<file path="config.mk">
export PLATFORM = sky130hd
export DESIGN_NAME = beam_thresh_loader
export DESIGN_NICKNAME = d
export VERILOG_FILES = /design/src/rtl/beam_thresh_loader.sv
export SDC_FILE = /design/constraint.sdc
export NUM_CORES = 2
export LEC_CHECK = 0
export BUFFER_PORTS_ARGS = -buffer_cell sky130_fd_sc_hd__buf_2
export CAP_MARGIN = 10
export CORE_MARGIN = 8
export CORE_UTILIZATION = 35
export DETAILED_ROUTE_END_ITERATION = 6
export MAX_ROUTING_LAYER = met4
export PLACE_DENSITY = 0.49
export SLEW_MARGIN = 20
export SYNTH_ARGS = -nofsm -noshare
export SYNTH_HDL_FRONTEND = slang
export SYNTH_SLANG_ARGS = --single-unit
</file>
<file path="constraint.sdc">
create_clock -name clk_i -period 35.1 [get_ports clk_i]
set_input_delay 1.755 -clock clk_i [delete_from_list [all_inputs] [get_ports clk_i]]
set_output_delay 1.755 -clock clk_i [all_outputs]
set_load 0.02 [all_outputs]
</file>
<file path="src/rtl/beam_thresh_loader.sv">
// beam_thresh_loader
// Upstream stage of the dual-beam DSP threshold comparators. Keeps a shadow
// table of per-beam thresholds written from the register side. On request it
// walks the table onto the shared thresh bus, one beam clock-enable at a
// time, then fires a single common update strobe so that every beam switches
// its active threshold on the same clock.
// Beam 2j drives DSP pair j ce[0]; beam 2j+1 drives DSP pair j ce[1].

module beam_thresh_loader #(
    parameter int unsigned              NBEAMS         = 48,
    parameter int unsigned              THRESH_BITS    = 18,
    parameter logic [THRESH_BITS-1:0]   DEFAULT_THRESH = 18'h3FFFF,
    parameter bit                       AUTOLOAD       = 1'b1
) (
    input  logic                        clk_i,
    input  logic                        rst_i,
    input  logic                        thresh_wr_i,
    input  logic [$clog2(NBEAMS)-1:0]   thresh_addr_i,
    input  logic [THRESH_BITS-1:0]      thresh_dat_i,
    output logic [THRESH_BITS-1:0]      thresh_rdat_o,
    input  logic                        load_i,
    output logic [THRESH_BITS-1:0]      thresh_o,
    output logic [NBEAMS-1:0]           thresh_ce_o,
    output logic                        update_o,
    output logic                        busy_o
);

    localparam int unsigned        AW       = $clog2(NBEAMS);
    localparam logic [AW:0]        NBEAMS_C = (AW+1)'(NBEAMS);
    localparam logic [AW-1:0]      LAST_IDX = AW'(NBEAMS - 1);
    localparam logic [AW-1:0]      IDX_ONE  = AW'(1);
    localparam logic [NBEAMS-1:0]  CE_ONE   = NBEAMS'(1);

    // IDLE: nothing on the bus. LOAD: ce/thresh for beam idx_r are being
    // presented. UPDATE: the common update strobe is being presented.
    typedef enum logic [1:0] {
        ST_IDLE   = 2'd0,
        ST_LOAD   = 2'd1,
        ST_UPDATE = 2'd2
    } state_t;

    state_t                    state_r;
    state_t                    state_s;
    logic [THRESH_BITS-1:0]    shadow_r [NBEAMS];
    logic [AW-1:0]             idx_r;
    logic [AW-1:0]             idx_s;
    logic [AW-1:0]             nxt_idx_s;
    logic                      pending_r;
    logic                      pending_s;
    logic                      autoload_r;
    logic                      go_s;
    logic                      addr_ok_s;
    logic                      wr_en_s;
    logic [THRESH_BITS-1:0]    rd_val_s;
    logic [THRESH_BITS-1:0]    rdat_r;
    logic [THRESH_BITS-1:0]    thresh_r;
    logic [THRESH_BITS-1:0]    thresh_s;
    logic [NBEAMS-1:0]         ce_r;
    logic [NBEAMS-1:0]         ce_s;
    logic                      update_r;
    logic                      update_s;
    logic                      busy_r;
    logic                      busy_s;

    // Decide whether the register-side address names a real beam
    always_comb begin
        addr_ok_s = ({1'b0, thresh_addr_i} < NBEAMS_C);
        wr_en_s   = thresh_wr_i & addr_ok_s;
    end

    // Shadow table: every entry returns to the default on reset, one entry per write
    always_ff @(posedge clk_i or posedge rst_i) begin
        if (rst_i) begin
            for (int i = 0; i < NBEAMS; i++) begin
                shadow_r[i] <= DEFAULT_THRESH;
            end
        end else begin
            for (int i = 0; i < NBEAMS; i++) begin
                if (wr_en_s && (thresh_addr_i == AW'(i))) begin
                    shadow_r[i] <= thresh_dat_i;
                end else begin
                    shadow_r[i] <= shadow_r[i];
                end
            end
        end
    end

    // Readback value; a write on the same edge is forwarded so the table looks write-first
    always_comb begin
        rd_val_s = {THRESH_BITS{1'b0}};
        if (!addr_ok_s) begin
            rd_val_s = {THRESH_BITS{1'b0}};
        end else if (thresh_wr_i) begin
            rd_val_s = thresh_dat_i;
        end else begin
            rd_val_s = shadow_r[thresh_addr_i];
        end
    end

    // Registered readback port
    always_ff @(posedge clk_i or posedge rst_i) begin
        if (rst_i) begin
            rdat_r <= {THRESH_BITS{1'b0}};
        end else begin
            rdat_r <= rd_val_s;
        end
    end

    // One-shot load request generated by the first edge after reset release
    always_ff @(posedge clk_i or posedge rst_i) begin
        if (rst_i) begin
            autoload_r <= AUTOLOAD;
        end else begin
            autoload_r <= 1'b0;
        end
    end

    // Sequencer next state and next registered outputs
    always_comb begin
        state_s   = state_r;
        idx_s     = idx_r;
        pending_s = pending_r;
        nxt_idx_s = {AW{1'b0}};
        go_s      = 1'b0;
        ce_s      = {NBEAMS{1'b0}};
        update_s  = 1'b0;
        busy_s    = 1'b0;
        thresh_s  = thresh_r;

        case (state_r)
            ST_IDLE: begin
                pending_s = 1'b0;
                if (load_i || pending_r || autoload_r) begin
                    go_s      = 1'b1;
                    nxt_idx_s = {AW{1'b0}};
                end else begin
                    state_s = ST_IDLE;
                end
            end
            ST_LOAD: begin
                // Requests arriving mid-walk collapse into a single follow-up sequence
                pending_s = pending_r | load_i;
                if (idx_r == LAST_IDX) begin
                    state_s  = ST_UPDATE;
                    update_s = 1'b1;
                    busy_s   = 1'b1;
                end else begin
                    go_s      = 1'b1;
                    nxt_idx_s = idx_r + IDX_ONE;
                end
            end
            ST_UPDATE: begin
                // A queued or coincident request restarts right after the strobe
                pending_s = 1'b0;
                if (load_i || pending_r) begin
                    go_s      = 1'b1;
                    nxt_idx_s = {AW{1'b0}};
                end else begin
                    state_s = ST_IDLE;
                end
            end
            default: begin
                state_s   = ST_IDLE;
                pending_s = 1'b0;
            end
        endcase

        if (go_s) begin
            state_s = ST_LOAD;
            idx_s   = nxt_idx_s;
            ce_s    = CE_ONE << nxt_idx_s;
            busy_s  = 1'b1;
            // A write landing on this same edge must be part of the load
            if (wr_en_s && (thresh_addr_i == nxt_idx_s)) begin
                thresh_s = thresh_dat_i;
            end else begin
                thresh_s = shadow_r[nxt_idx_s];
            end
        end else begin
            idx_s = idx_r;
        end
    end

    // Sequencer state and registered bus outputs
    always_ff @(posedge clk_i or posedge rst_i) begin
        if (rst_i) begin
            state_r   <= ST_IDLE;
            idx_r     <= {AW{1'b0}};
            pending_r <= 1'b0;
            thresh_r  <= {THRESH_BITS{1'b0}};
            ce_r      <= {NBEAMS{1'b0}};
            update_r  <= 1'b0;
            busy_r    <= 1'b0;
        end else begin
            state_r   <= state_s;
            idx_r     <= idx_s;
            pending_r <= pending_s;
            thresh_r  <= thresh_s;
            ce_r      <= ce_s;
            update_r  <= update_s;
            busy_r    <= busy_s;
        end
    end

    assign thresh_rdat_o = rdat_r;
    assign thresh_o      = thresh_r;
    assign thresh_ce_o   = ce_r;
    assign update_o      = update_r;
    assign busy_o        = busy_r;

endmodule

</file>
# Yosys cells after proc, flatten, opt, wreduce, memory -nomap -nowiden

Index checks and enable logic that the tools add are counted.

Add/sub/neg operators: 1
Multiply operators: 0
Divide/modulo/power cells: 0
$lt $le $gt $ge: 3
Equality and inequality tests: 54
Shift operators: 1
Multiplexer cells: 25
Bitwise operators: 4
Reduce and logical (&&, ||, !) cells: 54

Operators by type and width:

| operator               | count |
|---|---|
| $bmux W18 S6           | 2 |
| $mux W18               | 7 |
| $eq A6 B6 Y1 const B   | 17 |
| $eq A6 B5 Y1 const B   | 16 |
| $logic_and A1 B1 Y1    | 49 |
| $eq A6 B4 Y1 const B   | 8 |
| $mux W48               | 1 |
| $shl A1 B6 Y48 const A | 1 |
| $eq A6 B3 Y1 const B   | 4 |
| $ge A7 B7 Y1 const B   | 2 |
| $not A6 Y7             | 2 |
| $eq A6 B2 Y1 const B   | 2 |
| $mux W6                | 2 |
| $ne A3 B3 Y1 const B   | 3 |
| $mux W2                | 4 |
| $mux W1                | 7 |
| $add A6 B1 Y6 const B  | 1 |
| $eq A6 B1 Y1 const B   | 1 |
| $eq A6 B6 Y1           | 1 |
| $logic_not A6 Y1       | 1 |
| $lt A6 B6 Y1 const B   | 1 |
| $pmux W2 S3            | 1 |
| $pmux W1 S3            | 1 |
| $reduce_and A3 Y1      | 1 |
| other kinds (6)        | 7 |

Register bits after elaboration: 960
Latch bits: 0
RAM bits: 0
Bits in read-only memories: 0
Output and inout bits: 86
Memories kept: 0

# Depth between registers and ports, before layout

Depth in word-level cells: 8
Depth in mapped cells: 13

# Least setup slack after synthesis

No wires, ideal clock.

Path kind: input-to-reg
Start: input port thresh_addr_i[1]
End: register rdat_r[12] (netlist: thresh_rdat_o[12])
Setup time: 0.137 ns
Arrival: 3.820 ns
Data required time: 34.963 ns
Setup slack: 31.142 ns
Cell stages on the path: 9
Buffers on the path: 3
Cells stage by stage: buf_2 buf_1 clkbuf_1 mux4_2 mux4_2 nor3_1 nor3_1 a21oi_1 a21oi_1

Word-level cells in the longest chain between the ends: 6
Elaborated cells between the ends (all ways): 7
Classes of those cells: order compare (1); mux (5); bitwise (1)

RTL lines:

| element                                     | RTL line | source |
|---|---|---|
| from (decl)                                 | 18       | `input logic [$clog2(NBEAMS)-1:0] thresh_addr_i,` |
| $not A6 Y7 (not written as such)            | 96       | `rd_val_s = shadow_r[thresh_addr_i];` |
| $bmux W18 S6                                | 96       |  |
| $mux W18 (not written as such) (2 in a row) | 96       |  |
| $mux W18                                    | 93       | `end else if (thresh_wr_i) begin` |
| $mux W18 *                                  | 91       | `if (!addr_ok_s) begin` |
| via rd_val_s[12]                            | 54       | `logic [THRESH_BITS-1:0] rd_val_s;` |
| to (signal assigned)                        | 103      | `rdat_r <= {THRESH_BITS{1'b0}};` |
| to (signal assigned)                        | 105      | `rdat_r <= rd_val_s;` |
| to (decl)                                   | 55       | `logic [THRESH_BITS-1:0] rdat_r;` |

Mark *: on every way through the listed nets, which the timed path passes. The rest lies on a longest branch. The select of a mux whose other input is x is not followed.
A chain may end at the register's enable or synchronous reset.

# Final worst setup path

Start: register idx_r[0]
End: register thresh_r[8] (netlist: thresh_o[8])

Word-level cells in the longest chain between the ends: 8
Elaborated cells between the ends (all ways): 13
Classes of those cells: add/sub (1); eq/ne (2); mux (8); bitwise (1); reduce/logical (1)

RTL lines:

| element                                              | RTL line | source |
|---|---|---|
| from (decl)                                          | 45       | `logic [AW-1:0] idx_r;` |
| from (signal assigned)                               | 188      | `idx_r <= {AW{1'b0}};` |
| from (signal assigned)                               | 196      | `idx_r <= idx_s;` |
| $add A6 B1 Y6 / $eq A6 B6 Y1 (equally long branches) | 149, 143 |  |
| $mux W6                                              | 143      | `if (idx_r == LAST_IDX) begin` |
| $mux W6                                              | n/a      |  |
| $not A6 Y7 (not written as such)                     | 177      | `thresh_s = shadow_r[nxt_idx_s];` |
| $bmux W18 S6                                         | 177      |  |
| $mux W18 (not written as such) (2 in a row)          | 177      |  |
| $mux W18                                             | 174      | `if (wr_en_s && (thresh_addr_i == nxt_idx_s)) begin` |
| to (signal assigned)                                 | 190      | `thresh_r <= {THRESH_BITS{1'b0}};` |
| to (signal assigned)                                 | 198      | `thresh_r <= thresh_s;` |
| to (decl)                                            | 56       | `logic [THRESH_BITS-1:0] thresh_r;` |

Parallel ways exist; a longest one is shown, timed or not. The select of a mux whose other input is x is not followed.

==> flow_metrics.py <==
metrics = {
    "clock_tree": {
        "clkLatencyLatePin_ns": 0.73,
        "cts_resized": 0,
        "cts_tree": "yes",
        "clock_path_buffers": 3,
        "clock-sinks": 960,
        "path_clk_slew_ns": 0.06,
        "post_cts_buffers": 0,
        "cts_hold_buffers": 0,
        "htree_levels": 3,
        "ctsRootBufferMaster": "clkbuf_16",
        "cts_made_buffers": 109,
    },
    "run_status": {
        "status": "finished, final reports clean",
    },
    "pwr": {
        "swShare": 0.255,
        "pwr-share-seq": 0.480,
        "peakVddDrop_uv": 36.2,
        "power_density_mw_per_mm2": 52.9,
        "p_switching_uw": 773,
        "comb_power_share": 0.130,
        "total_power_uw": 3030,
        "clkPwrFrac": 0.390,
        "internal-power_uw": 2260,
        "leakagePower_uw": 0.0221,
    },
    "setup_path": {
        "worstReg2RegEnd": "thresh_o[8]",
        "cpMaxStageDelayCell": "a21boi_4",
        "critPathCaptureType": "flip-flop",
        "cpPeakStageDelay_ns": 0.91,
        "setup.worst_path.end": "thresh_o[8]",
        "worstPathRequired_ns": 35.75,
        "cp-startpoint": "idx_r[0]",
        "reg2reg_depth": 10,
        "timing.rr.start": "idx_r[0]",
        "worstSetupPathType": "reg -> reg",
        "cp_cell_sequence": "ha_2, and4b_1, a21boi_4, buf_4, a222oi_1, and3_1, a211oi_1, o32ai_1, o211a_1, o21ai_1",
        "crit_path_max_fanout": 26,
        "start_kind": "flip-flop",
        "rrSetupSlack_ns": 29.47,
        "arrival_ns": 6.29,
    },
    "global_routing": {
        "grt_overflow_total": 0,
        "grt_start_max_net_pins": 176,
        "track_usage": 0.246,
        "antenna_found_initial": 12,
        "grt_pass1_vias": 36500,
        "grt_pass1_wl_mm": 279,
    },
    "synth": {
        "synth-warning-count": 0,
        "synth-edff-count": 0,
        "yosys.area.top_type": "dfstp_2",
        "synth-seq-cells": 960,
        "synthTopCellsByArea": "dfstp_2, mux2_2, mux4_2, dfrtp_1, mux2i_1",
        "ys_types": 80,
        "synth_top_flop_cell": "dfstp_2",
        "synth_cells": 3817,
        "synth_top_area_frac": 0.444,
        "async_flop_share": 1.00,
        "syn-cell-area_mm2": 0.0512,
        "syn_nets": 3846,
        "seq_area_frac_synth": 0.490,
        "postSynthAreaPerCell_um2": 13.4,
    },
    "routing": {
        "vias_per_cell": 6.23,
        "routedWlPerCell_um": 33.4,
        "drtIter0Drc": 3538,
        "vias": 36000,
        "routed_wirelength_mm": 193,
        "ant_nets": 0,
        "remaining_drc_errors": 0,
        "drt-pass1-iter-count": 6,
    },
    "min_path": {
        "hold_path.class": "reg -> reg",
    },
    "sta": {
        "fin_setup_tns_ns": 0,
        "max_slew_margin": 0.250,
        "clock-skew-final_ns": 0.0202,
        "rsz0062_at_grt": "no",
        "drv_slew": 0,
        "holdWs_ns": 0.510,
        "setup_violations": 0,
        "finalCriticalPeriod_ns": 5.63,
        "fin_crit_sh": 0.160,
        "hold_viol_final": 0,
        "max_freq_mhz": 178,
        "worst_slew_pin_slew_ns": 1.12,
    },
    "floorplan": {
        "pin_count": 114,
        "num_rows": 140,
        "core-area_mm2": 0.145,
        "floorplan.initialDensity": 0.352,
        "die_w_um": 399,
        "die_height_um": 399,
        "dieArea_mm2": 0.159,
    },
    "placed_design": {
        "routabilityCongestion": 0.883,
        "port_buffers": 113,
        "post-dp-hpwl_mm": 113,
        "dpl_cell_area_mm2": 0.0537,
    },
    "cells_and_area": {
        "nets": 3800,
        "layout_common_cells": "mux2_2, dfstp_2, mux4_2",
        "syn_to_final_growth_pct": 12.0,
        "mostFrequentLayoutCell": "mux2_2",
        "drive_above_1_share": 0.646,
        "final_area_mm2": 0.0574,
        "final_core_util": 0.395,
        "fill_cells": 13800,
    },
    "job": {
        "timing.max_cap.violations": 0,
    },
}
-- synthesized netlist by cell type (7+ instances only) --
cell       count
o31ai_1       10
a31oi_1       26
mux2_2       885
a22oi_1       32
o2111ai_1     11
buf_4         18
a221oi_1      46
buf_1         28
a222oi_1      24
nor3_1        73
mux2i_1       95
mux4_2       270
o22ai_1       69
nor4_1        25
a221o_1        8
a211oi_1      53
nand3_1       20
inv_1         37
o221ai_1      50
o21ai_1       27
nand2_1      124
o211ai_1      38
nor2b_1       21
nor2_1        83
buf_2        116
a21oi_1      155
o21ai_0      105
dfrtp_1       95
and3_1        11
o2bb2ai_1      8
dfstp_2      865
a21o_1        10
clkbuf_1     228
or3_1         19
o32ai_1        7
a22o_1         9
nand2b_1      17
-- worst min path at each step --
stage	from	end	slack, ns	cells past startpoint
after floorplan	pending_r	pending_r	0.46	2
final	shadow_r[297]	shadow_r[297]	0.51	2
after global routing	shadow_r[297]	shadow_r[297]	0.52	2
after CTS	shadow_r[297]	shadow_r[297]	0.51	2
after global placement	pending_r	pending_r	0.49	2
after detailed placement	pending_r	pending_r	0.50	2
-- cell type report --
class / count / area [µm²] / area share
Sequential cell: 960 / 25100 / 0.438
Multi-Input combinational cell: 2427 / 24400 / 0.426
Clock buffer: 167 / 3270 / 0.0570
Tap cell: 1917 / 2400 / 0.0418
Timing Repair Buffer: 235 / 1570 / 0.0274
Clock inverter: 34 / 403 / 0.00702
Inverter: 38 / 150 / 0.00262
Antenna cell: 8 / 20.0 / 0.000349
-- worst max-delay path: cells and delay by family, from the launching register on --
kind	cells	cell delay, ns
AOI/OAI and AO/OA	6	2.22
and+or+nand+nor	2	1.12
adders and majority gates	1	0.86
DFF	1	0.66
buffers and inverters	1	0.65
-- per-layer routing --
layer	share of wire	up-vias	track usage
met5	0	-	-
met4	0.043	0	0.0995
met3	0.066	355	0.0420
met2	0.46	1499	0.372
met1	0.43	19500	0.331
li1	-	14700	-
-- power by group through the flow --
stage | logic, µW | clock network, µW | registers [µW]
4_1_cts | 395 | 1210 | 1450
5_1_grt | 422 | 1250 | 1480
6_report | 393 | 1180 | 1460
3_5_place_dp | 394 | 0 | 1470
2_1_floorplan | 302 | 0 | 1430
3_3_place_gp | 388 | 0 | 1460
-- kinds of logic after synthesis --
logic type / after synthesis / synth area share
compound gates: 741 / 0.0995
xor+xnor: 8 / 0.00164
fa+ha+maj: 1 / 0.000244
buf+inv: 430 / 0.0360
flops: 960 / 0.490
mux: 1250 / 0.332
other cells: 1 / 0.0000732
simple gates: 426 / 0.0404
-- registers in the layout, indices dropped and copies added, names as in the netlist --
register / flops
thresh_rdat_o: 18
state_r: 2
shadow_r: 864
idx_r: 6
update_o: 1
thresh_ce_o: 48
busy_o: 1
autoload_r: 1
pending_r: 1
thresh_o: 18
-- stage by stage --
stage / setup slack [ns] / std cells
final: 29.47 / 5786
after global routing: 29.47 / 5785
after CTS: 29.49 / 5778
after detailed placement: 29.13 / 5577
after global placement: 29.13 / 5577
after floorplan: 7.77 / 3817
(Power assumes the default switching activity.)
